<file path="src/rtl/bcd_counter_n_if.sv">
// rtl/bcd_counter_n_if.sv - control and display bus of the N-digit BCD counter
interface bcd_counter_n_if #(
  parameter int DIGITS = 4
);
  logic                  run;
  logic                  src;
  logic                  inc;
  logic                  down;
  logic                  clear;
  logic                  load;
  logic [4*DIGITS-1:0]   load_val;
  logic [4*DIGITS-1:0]   q;
  logic                  tick;
  logic                  carry;
  logic                  at_zero;
  logic                  at_max;

  modport master (
    output run, src, inc, down, clear, load, load_val,
    input  q, tick, carry, at_zero, at_max
  );

  modport slave (
    input  run, src, inc, down, clear, load, load_val,
    output q, tick, carry, at_zero, at_max
  );
endinterface

</file>
<file path="src/rtl/bcd_counter_n.sv">
// rtl/bcd_counter_n.sv - N-digit BCD up/down counter with prescaler, wrap or saturate
module bcd_counter_n #(
  parameter int DIGITS   = 4,
  parameter int DIV      = 10_000_000,
  parameter int SATURATE = 0
) (
  input  logic             clk,
  input  logic             reset,
  bcd_counter_n_if.slave   bus
);
  localparam int PW = $clog2(DIV);
  localparam logic [PW-1:0] PRE_MAX = PW'(DIV - 1);

  logic [PW-1:0]          pre;
  logic [4*DIGITS-1:0]    q_r;
  logic                   carry_r;
  logic [4*DIGITS-1:0]    stepped;
  logic [4*DIGITS-1:0]    clamped;
  logic                   ripple;
  logic                   all_nine;
  logic                   pre_last;
  logic                   step;
  logic                   limit;

  assign pre_last = (pre == PRE_MAX);
  assign step     = bus.run & (bus.src ? bus.inc : pre_last);
  assign limit    = bus.down ? bus.at_zero : bus.at_max;

  assign bus.q       = q_r;
  assign bus.carry   = carry_r;
  assign bus.tick    = bus.run & ~bus.src & pre_last;
  assign bus.at_zero = (q_r == '0);
  assign bus.at_max  = all_nine;

  // Ripple one step through the digits; a full wrap falls out naturally (9..9 -> 0..0 and back).
  always_comb begin
    stepped  = q_r;
    clamped  = bus.load_val;
    ripple   = 1'b1;
    all_nine = 1'b1;
    for (int i = 0; i < DIGITS; i++) begin
      if (q_r[4*i +: 4] != 4'd9) all_nine = 1'b0;
      if (bus.load_val[4*i +: 4] > 4'd9) clamped[4*i +: 4] = 4'd9;
      if (ripple) begin
        if (!bus.down) begin
          if (q_r[4*i +: 4] == 4'd9) begin
            stepped[4*i +: 4] = 4'd0;
          end else begin
            stepped[4*i +: 4] = q_r[4*i +: 4] + 4'd1;
            ripple = 1'b0;
          end
        end else begin
          if (q_r[4*i +: 4] == 4'd0) begin
            stepped[4*i +: 4] = 4'd9;
          end else begin
            stepped[4*i +: 4] = q_r[4*i +: 4] - 4'd1;
            ripple = 1'b0;
          end
        end
      end
    end
  end

  always_ff @(posedge clk or negedge reset) begin
    if (!reset) begin
      pre     <= '0;
      q_r     <= '0;
      carry_r <= 1'b0;
    end else begin
      if (bus.clear || bus.src) pre <= '0;
      else if (bus.run)         pre <= pre_last ? '0 : pre + 1'b1;

      if (bus.clear) begin
        q_r     <= '0;
        carry_r <= 1'b0;
      end else if (bus.load) begin
        q_r     <= clamped;
        carry_r <= 1'b0;
      end else if (step) begin
        carry_r <= limit;
        // Saturating variant refuses to leave the range limit.
        if (!(limit && SATURATE != 0)) q_r <= stepped;
      end else begin
        carry_r <= 1'b0;
      end
    end
  end
endmodule

</file>
<file path="src/flat_wrapper.sv">
// flat-port wrapper written by rule: the top's interface ports become plain ports
module bcd_counter_n_flat 
#(
  parameter int DIGITS   = 4,
  parameter int DIV      = 10_000_000,
  parameter int SATURATE = 0
)
  (clk, reset, bus_run, bus_src, bus_inc, bus_down, bus_clear, bus_load, bus_load_val, bus_q, bus_tick, bus_carry, bus_at_zero, bus_at_max);
  bcd_counter_n_if #(.DIGITS(DIGITS)) bus_i ();
  input  logic clk;
  input  logic reset;
  input wire logic [$bits(bus_i.run)-1:0] bus_run;
  input wire logic [$bits(bus_i.src)-1:0] bus_src;
  input wire logic [$bits(bus_i.inc)-1:0] bus_inc;
  input wire logic [$bits(bus_i.down)-1:0] bus_down;
  input wire logic [$bits(bus_i.clear)-1:0] bus_clear;
  input wire logic [$bits(bus_i.load)-1:0] bus_load;
  input wire logic [$bits(bus_i.load_val)-1:0] bus_load_val;
  output wire logic [$bits(bus_i.q)-1:0] bus_q;
  output wire logic [$bits(bus_i.tick)-1:0] bus_tick;
  output wire logic [$bits(bus_i.carry)-1:0] bus_carry;
  output wire logic [$bits(bus_i.at_zero)-1:0] bus_at_zero;
  output wire logic [$bits(bus_i.at_max)-1:0] bus_at_max;
  assign bus_i.run = bus_run;
  assign bus_i.src = bus_src;
  assign bus_i.inc = bus_inc;
  assign bus_i.down = bus_down;
  assign bus_i.clear = bus_clear;
  assign bus_i.load = bus_load;
  assign bus_i.load_val = bus_load_val;
  assign bus_q = bus_i.q;
  assign bus_tick = bus_i.tick;
  assign bus_carry = bus_i.carry;
  assign bus_at_zero = bus_i.at_zero;
  assign bus_at_max = bus_i.at_max;
  bcd_counter_n #(.DIGITS(DIGITS), .DIV(DIV), .SATURATE(SATURATE)) u_core (.clk(clk), .reset(reset), .bus(bus_i));
endmodule
</file>
<file path="config.mk">
export PLATFORM = sky130hd
export DESIGN_NAME = bcd_counter_n_flat
export DESIGN_NICKNAME = d
export VERILOG_FILES = /design/src/rtl/bcd_counter_n_if.sv /design/src/rtl/bcd_counter_n.sv /design/src/flat_wrapper.sv
export SDC_FILE = /design/constraint.sdc
export NUM_CORES = 1
export LEC_CHECK = 0
export BUFFER_PORTS_ARGS = -buffer_cell sky130_fd_sc_hd__buf_2
export CORE_AREA = 3 3 81 83
export DETAILED_ROUTE_END_ITERATION = 10
export DIE_AREA = 0 0 84 86
export HOLD_SLACK_MARGIN = 0.05
export MAX_ROUTING_LAYER = met4
export PLACE_DENSITY = 0.76
export SLEW_MARGIN = 30
export SYNTH_ARGS = -nofsm -noshare
export SYNTH_HDL_FRONTEND = slang
export SYNTH_SLANG_ARGS = --single-unit
</file>
<file path="constraint.sdc">
create_clock -name clk -period 3.6 [get_ports clk]
set_input_delay 0.18 -clock clk [delete_from_list [all_inputs] [get_ports clk]]
set_output_delay 0.18 -clock clk [all_outputs]
set_load 0.03 [all_outputs]
</file>
==> results of run 1 <==
## sequential cells by signal, summed over array words and instances, names as in the netlist
register / flops
u_core.pre: 24
u_core.bus.q: 16
u_core.bus.carry: 1
## layer usage
| metal | routed length [um] | global-route usage | part of all wire | up-vias |
|---|---|---|---|---|
| met3 | 413 | 0.0327 | 0.055 | 8 |
| met2 | 3770 | 0.396 | 0.50 | 92 |
| met5 | 0 | - | 0 | - |
| met1 | 3280 | 0.276 | 0.43 | 1396 |
| met4 | 94 | 0.0731 | 0.012 | 0 |
| li1 | - | - | - | 1393 |
## metrics by stage
stage / setup WS, ps / hold slack, ps / utilization
4_1_cts: 1050 / 62.4 / 0.591
5_1_grt: 890 / 291 / 0.594
2_1_floorplan: 762 / -116 / -
3_3_place_gp: 1280 / 364 / 0.572
3_5_place_dp: 1210 / 377 / 0.572
6_report: 1030 / 265 / 0.594
## placed cells by master (no fill, tap or decap), types with 3 or more instances in the layout
master and instances:
sky130_fd_sc_hd__a21oi_1 14, sky130_fd_sc_hd__a22o_1 3, sky130_fd_sc_hd__a31oi_1 8, sky130_fd_sc_hd__and3_1 3, sky130_fd_sc_hd__buf_2 42, sky130_fd_sc_hd__clkbuf_8 6, sky130_fd_sc_hd__dfrtp_1 41, sky130_fd_sc_hd__ha_1 14
sky130_fd_sc_hd__inv_1 23, sky130_fd_sc_hd__mux2_2 6, sky130_fd_sc_hd__mux2i_1 10, sky130_fd_sc_hd__mux4_2 3, sky130_fd_sc_hd__nand2_1 40, sky130_fd_sc_hd__nand2b_1 4, sky130_fd_sc_hd__nand3_1 14, sky130_fd_sc_hd__nand3b_1 9
sky130_fd_sc_hd__nand4_1 8, sky130_fd_sc_hd__nor2_1 40, sky130_fd_sc_hd__nor2b_1 5, sky130_fd_sc_hd__nor3_1 11, sky130_fd_sc_hd__nor3b_1 4, sky130_fd_sc_hd__nor4_1 5, sky130_fd_sc_hd__nor4b_1 3, sky130_fd_sc_hd__o21ai_0 18
sky130_fd_sc_hd__o21bai_1 3, sky130_fd_sc_hd__o31a_1 3, sky130_fd_sc_hd__or3_1 3, sky130_fd_sc_hd__xnor2_1 12, sky130_fd_sc_hd__xor2_1 7
## cell type report
cell class                      count  area, sq um  share of cell area
Timing Repair Buffer               44          228              0.0647
Inverter                           23         86.3              0.0245
Tap cell                           75         93.8              0.0267
Sequential cell                    41         1030               0.292
Clock buffer                        7         86.3              0.0245
Multi-Input combinational cell    289         1970               0.559
Clock inverter                      1         30.0             0.00853
## Yosys cell counts (all sizes together), types with 2 or more instances
cell type	instances	area, sq um
dfrtp	41	1030
nand2	40	150
nor2	40	150
inv	23	86.3
o21ai	19	98.9
a21oi	14	70.1
ha	14	175
nand3	14	70.1
clkbuf	12	56.3
nor3	12	71.3
xnor2	12	105
mux2i	10	100
a31oi	9	71.3
nand3b	9	67.6
nand4	9	71.3
mux2	8	90.1
xor2	7	61.3
nor2b	5	31.3
nor3b	5	37.5
nor4	5	31.3
buf	4	33.8
nand2b	4	25.0
a22o	3	26.3
and3	3	18.8
mux4	3	67.6
nor4b	3	26.3
o21bai	3	22.5
o31a	3	26.3
o32a	3	31.3
or3	3	18.8
a211oi	2	15.0
a221oi	2	17.5
and2	2	12.5
nand4bb	2	22.5
o32ai	2	17.5
or2	2	12.5
or3b	2	17.5
## report_power, final
group / internal (mW) / switching [mW] / leakage, nW / total, mW
logic: 0.139 / 0.205 / 0.909 / 0.343
clock network: 0.226 / 0.154 / 0.0585 / 0.380
registers: 0.481 / 0.0437 / 0.558 / 0.524
## worst max-delay path by stage
stage | to | slack, ps | cells after the start
floorplan | u_core.bus.carry | 760 | 6
global placement | u_core.bus.q[15] | 1280 | 6
detailed placement | u_core.bus.q[15] | 1210 | 6
CTS | bus_at_zero | 1050 | 5
global route | bus_at_zero | 890 | 5
finish | bus_at_zero | 1030 | 5
## worst register-to-register path: cells and delay by family (launching register included)
family | cells | cell delay (ps)
AOI/OAI and AO/OA | 2 | 500
muxes | 1 | 330
adders and majority gates | 1 | 200
buffers and inverters | 1 | 120
and+or+nand+nor | 3 | 660
DFF | 1 | 470
## logic make-up (layout without fill, tap and decap cells)
family	Yosys count	count (layout)	synth area share
adder cells (fa/ha/maj)	14	14	0.0550
XOR/XNOR	19	19	0.0523
AO/OA/AOI/OAI	72	72	0.157
buffers and inverters	41	75	0.0613
multiplexers	21	21	0.0809
flip-flops	41	41	0.322
AND/OR/NAND/NOR	163	163	0.272
## what timing repair did
item                      4_1_cts  5_1_grt
hold buffers                    0        1
hold endpoints to repair        0       41
resized for setup               0        0
==> key figures, run 1 <==
Critical path
  – Sort of element at the start of the critical path: flip-flop
  – Worst path cell trace: inv_1 > ha_1 > or3b_2 > nor4_1 > buf_2
  – Critical path endpoint category: output pin
  – CP max stage cell: sky130_fd_sc_hd__or3b_2
  – Crit Path Max Fanout: 7
  – Crit-path leading delay family: simple AND/OR/NAND/NOR gates
  – Worst Setup Path Type: reg -> out
  – Critical path data arrival time: approximately 2400 ps
  – Start point of the critical path: u_core.bus.q[12]
  – Count of buffer and inverter cells on the critical path: 2
  – Data required time of the worst path: 3420 ps
  – Largest stage delay, worst path: 500 ps
  – End of the worst register-to-register path: u_core.bus.q[15]
  – Beginning of the worst register-to-register path: u_core.bus.q[4]
  – Reg-to-reg slack, setup: 1220 ps
  – Number of cells traversed by the worst register-to-register path: 8

Final layout
  – Antenna diode count: 0
  – Area Growth Syn to Fin: 10.5%
  – Layout cell share with drive strength beyond 1: 0.175
  – Fill cell total of the finished layout: 538
  – Net count reported at finish: 442
  – Final instance area: 3520 sq um
  – Final Instance Count excl. Fillers: 480

Routing
  – Per-cell via count in the routed design: 6.02
  – Via count of the routed design: 2889
  – Starting DRC count in detailed routing: 257
  – Post-route DRC: 0
  – Number of routed nets with antenna violations: 0
  – Wire length per cell after detailed routing: 15.8 um
  – Detailed Routing Iterations Pass 1: 4
  – Final wirelength: 7.57 mm

Die
  – Placeable core region: between 5000 and 6000 sq um
  – Chip width: 84 um
  – Full die area: 7220 sq um
  – Initial core utilization: 0.538
  – Height of the chip: 86 um
  – Number of top-level design ports: 44
  – Placement row count: 28

STA
  – Unrepaired setup endpoints after global routing: false
  – Worst clock skew on the final layout: ~9.4 ps
  – Final number of setup-violating endpoints: 0
  – Final period util: 0.715
  – Tmin final: 2570 ps
  – Number of failing hold endpoints at the final stage: 0
  – Worst slew pin tran: 895 ps
  – Relative max-transition margin: 0.398
  – Final total negative setup slack: 0 ps
  – Final max-slew violation count: 0
  – Highest Clock Rate: 0.388 GHz

Synthesis
  – Mapped Cells: 371
  – Number of register bits inferred by synthesis: 41
  – Share of synthesized area occupied by flip-flops and latches: 0.322
  – Share of async-settable or async-resettable flops after synthesis: 1.00
  – Number of enable-type register cells in the synthesized netlist: 0
  – Netlist area before placement: 3180 sq um
  – Primary FF master, synth: sky130_fd_sc_hd__dfrtp_1
  – Number of warnings issued by yosys: 0
  – Number of distinct library cells after synthesis: 64
  – Mean instance size in the synthesized netlist: 8.58 sq um
  – Synth Net Count: 409

Clocking
  – Clk_lat worst skew: 290 ps
  – Number of sinks handled by clock tree synthesis: 41
  – CTS Root Buffer Type: sky130_fd_sc_hd__clkbuf_8
  – H-tree depth: 2
  – CTS tree: built
  – CTS Buf Count: 5
  – Post-CTS Setup Inserts: 0
  – Worst-case clock buffer depth: 2
  – Clock transition at the register clock pins on the worst setup and hold paths after CTS: about 80 ps

Global routing
  – Number of antenna violations at the first check in global routing: 0
  – Pin count of the biggest net entering global routing: 42
  – Vias in the first global route: 2834
  – Global routing usage summed across all routing layers: 0.228
  – Total overflow reported by the global router: 0
  – First-pass GRT wire length: about 13 mm

Outcome
  – Outcome: finished, final reports clean

Power and ir drop
  – Peak supply drop: 0.247 mV
  – Leakage: 1.53 nW
  – Final Total Pwr: 1.25 mW
  – Power per unit of standard cell area: 355 nW/um^2

Placement
  – Instance area at placement: 3380 sq um
  – Detailed placer's ending HPWL: between 5 and 6 mm
  – Global placer's final weighted congestion: between 0.8 and 0.9
  – Port buffer count: 43
  – Count of placed standard cells including taps: 471

Min path
  – Min-Delay Startpoint: bus_load_val[7]
  – Hold Crit Class: in -> reg
  – Hold Path End: u_core.bus.q[6]
  – Worst hold stages: 3

Job
  – Max-capacitance violation count: 0
No activity file was read; power rests on OpenSTA's default activity.
==> inputs of run 2 (changes only) <==
- ABC_AREA: default -> 1
- CORE_AREA: 3 3 81 83 -> 3 3 84 86
- DIE_AREA: 0 0 84 86 -> 0 0 87 89
- clock period: 3.6 -> 2.5 ns (I/O delays scaled with it)
==> key figures, run 2 <==
Outcome
  – Outcome: finished, final reports clean

Synthesis
  – Mean instance size in the synthesized netlist: 6.60 sq um (-23%)
  – Most frequent cell after synthesis: sky130_fd_sc_hd__nand2_1
  – Share of synthesized area occupied by flip-flops and latches: 0.293 (-0.0289)
  – Netlist area before placement: 3500 sq um (+9.9%)
  – Number of distinct library cells after synthesis: 38 (-41%)
  – Synth area leader: sky130_fd_sc_hd__dfrtp_1
  – Most common library cells after synthesis: 160 x sky130_fd_sc_hd__nand2_1, 72 x sky130_fd_sc_hd__nand3_1, 53 x sky130_fd_sc_hd__nor2_1
  – Yosys top cell area share: 0.293 (-0.0289)
  – Number of enable-type register cells in the synthesized netlist: 0 (unchanged)
  – Mapped Cells: 530 (+43%)
  – Synth Net Count: 568 (+39%)
  – Number of warnings issued by yosys: 0 (unchanged)
  – Share of async-settable or async-resettable flops after synthesis: 1.00 (unchanged)
  – Primary FF master, synth: sky130_fd_sc_hd__dfrtp_1
  – Top area cells in the synthesized netlist: sky130_fd_sc_hd__dfrtp_1 29%, sky130_fd_sc_hd__nand2_1 17%, sky130_fd_sc_hd__nand3_1 10%
  – Number of register bits inferred by synthesis: 41 (unchanged)

Routing
  – Via count of the routed design: 3570 (+24%)
  – Final wirelength: 8.57 mm (+13%)
  – Detailed Routing Iterations Pass 1: 5 (+1)
  – Per-cell via count in the routed design: 5.53 (-8.2%)
  – Starting DRC count in detailed routing: 161 (-37%)
  – Wire length per cell after detailed routing: 13.3 um (-16%)
  – Post-route DRC: 0 (unchanged)
  – Number of routed nets with antenna violations: 0 (unchanged)

Min path
  – Hold Crit Class: in -> reg
  – Worst hold stages: 3 (unchanged)
  – Hold Path End: u_core.pre[15]
  – Min-Delay Startpoint: bus_run

STA
  – Tmin final: 1960 ps
  – Unrepaired setup endpoints after global routing: false
  – Post-Route Hold Slack: 197 ps (-68.2 ps)
  – Final number of setup-violating endpoints: 0 (unchanged)
  – Relative max-transition margin: 0.646 (+0.249)
  – Worst slew pin tran: 530 ps (-365 ps)
  – Worst clock skew on the final layout: 5.85 ps (-3.57 ps)
  – Final period util: 0.785
  – Highest Clock Rate: 0.510 GHz
  – Final max-slew violation count: 0 (unchanged)
  – Number of failing hold endpoints at the final stage: 0 (unchanged)
  – Final total negative setup slack: 0 ps (unchanged)

Critical path
  – CP max stage cell: sky130_fd_sc_hd__dfrtp_1
  – Crit-path leading delay family: simple AND/OR/NAND/NOR gates
  – End of the worst register-to-register path: u_core.bus.q[15]
  – Critical path endpoint category: output pin
  – Beginning of the worst register-to-register path: u_core.bus.q[9]
  – Worst path cell trace: inv_1 > ha_1 > nand2_1 > nor2_1 > and3_1 > buf_2
  – Data required time of the worst path: 2380 ps (-1040 ps)
  – Largest stage delay, worst path: 460 ps (-40 ps)
  – Count of buffer and inverter cells on the critical path: 2 (unchanged)
  – Crit Path Max Fanout: 7 (unchanged)
  – Critical path data arrival time: 1840 ps (-550 ps)
  – Reg-to-reg slack, setup: 730 ps (-490 ps)
  – Sort of element at the start of the critical path: flip-flop
  – Worst Setup Path Type: reg -> out
  – Number of cells traversed by the worst register-to-register path: 9 (+1)

Final layout
  – Antenna diode count: 0 (unchanged)
  – Net count reported at finish: 606 (+37%)
  – Commonest non-fill, non-tap cell in the layout: sky130_fd_sc_hd__nand2_1
  – Area Growth Syn to Fin: 8.83%
  – Most used cells in the layout excluding fill and tap cells: 160 x sky130_fd_sc_hd__nand2_1, 72 x sky130_fd_sc_hd__nand3_1, 53 x sky130_fd_sc_hd__nor2_1
  – Flip-flop count of the largest register after layout: 24 (unchanged)
  – End-of-flow core utilization: 0.600 (+0.00535)
  – Final Instance Count excl. Fillers: 646 (+35%)
  – Most flops, register: u_core.pre
  – Layout cell share with drive strength beyond 1: 0.135 (-0.0400)

Global routing
  – Total overflow reported by the global router: 0 (unchanged)
  – Vias in the first global route: 3334 (+18%)
  – Global routing usage summed across all routing layers: 0.242 (+0.0137)
  – First-pass GRT wire length: 14.7 mm (+10%)
  – Number of antenna violations at the first check in global routing: 0 (unchanged)
  – Pin count of the biggest net entering global routing: 42 (unchanged)

Placement
  – Count of placed standard cells including taps: 637 (+35%)
  – Global placer's final weighted congestion: 0.949 (+8.0%)
  – Port buffer count: 43 (unchanged)
  – Detailed placer's ending HPWL: 6.60 mm (+19%)

Die
  – Initial core utilization: 0.551 (+0.0131)
  – Height of the chip: 89 um (+3.5%)
  – Chip width: 87 um (+3.6%)
  – Placeable core region: 6350 sq um (+7.2%)
  – Placement row count: 29 (+3.6%)
  – Full die area: 7740 sq um (+7.2%)
  – Number of top-level design ports: 44 (unchanged)

Clocking
  – Worst-case clock buffer depth: 2 (unchanged)
  – Number of sinks handled by clock tree synthesis: 41 (unchanged)
  – CTS tree: built
  – CTS Buf Count: 5 (unchanged)
  – Post-CTS Setup Inserts: 0 (unchanged)
  – Clock transition at the register clock pins on the worst setup and hold paths after CTS: 80 ps (about the same)
  – CTS Root Buffer Type: sky130_fd_sc_hd__clkbuf_8
  – H-tree depth: 2 (unchanged)
  – Clk_lat worst skew: 300 ps (about the same)

Power and ir drop
  – Leakage: 1.88 nW (+23%)
  – Peak supply drop: 0.261 mV (+5.7%)
  – Power per unit of standard cell area: 468 nW/um^2 (+32%)

Job
  – Max-capacitance violation count: 0 (unchanged)
-- run 2: changes by cell type after synthesis, sizes merged, moves of 10 or more --
cell	before	now
nand2	40	165
nand4	9	19
nand3	14	75
mux2i	10	0
nor2	40	60
inv	23	52
-- run 2: final cells by class --
class	instances	area, sq um
clock buffer	6	72.6
fill	601	2540
inverter	53	199
timing repair buffer	45	235
clock inverter	2	10.0
multi-input combinational	422	2170
sequential	41	1030
tap	77	96.3
-- run 2: power breakdown --
part           internal, mW  leakage [nW]  switching [mW]
clock network         0.194        0.0450           0.242
logic                 0.187          1.28           0.381
registers             0.705         0.557          0.0751
total                  1.09          1.88           0.698
-- run 2: cells by family after synthesis --
logic type	synth area share
buffers and inverters	0.0869
adder cells (fa/ha/maj)	0.0501
flip-flops	0.293
AO/OA/AOI/OAI	0.0823
AND/OR/NAND/NOR	0.457
XOR/XNOR	0.0300
-- run 2: how the worst max path moves through the flow --
stage                     startpoint          endpoint  slack [ps]  cells after the start
finish              u_core.bus.q[12]       bus_at_zero         540                      6
global route        u_core.bus.q[12]       bus_at_zero         360                      6
CTS                 u_core.bus.q[12]       bus_at_zero         530                      6
detailed placement   u_core.bus.q[9]  u_core.bus.q[15]         740                      9
global placement       u_core.pre[0]  u_core.bus.q[11]         810                     10
floorplan            u_core.bus.q[5]        bus_at_max         430                      4
-- run 2: metrics by stage --
stage / power (mW) / setup slack (ps) / cell area [sq um]
after global placement: 1.34 / 808 / 3710
after floorplan: 1.21 / 425 / 3500
after global routing: 1.91 / 360 / 3810
after CTS: 1.79 / 527 / 3800
final: 1.78 / 538 / 3810
after detailed placement: 1.36 / 744 / 3710
-- run 2: layer usage --
metal | vias to the layer above | track usage | wire, um
met2 | 127 | 0.417 | 4160
met4 | 0 | 0.0822 | 145
met3 | 17 | 0.0323 | 551
met5 | - | - | 0
li1 | 1826 | - | -
met1 | 1600 | 0.292 | 3710
-- run 2: worst min-delay path, stage by stage --
cell,delay [ps]
sky130_fd_sc_hd__buf_2,180
sky130_fd_sc_hd__nand4_1,120
sky130_fd_sc_hd__nand2_1,40
-- run 2: timing repair --
action,CTS,global route
hold endpoints to repair,41,0
hold buffers,1,0
resized for setup,0,0
setup endpoints to repair,0,0
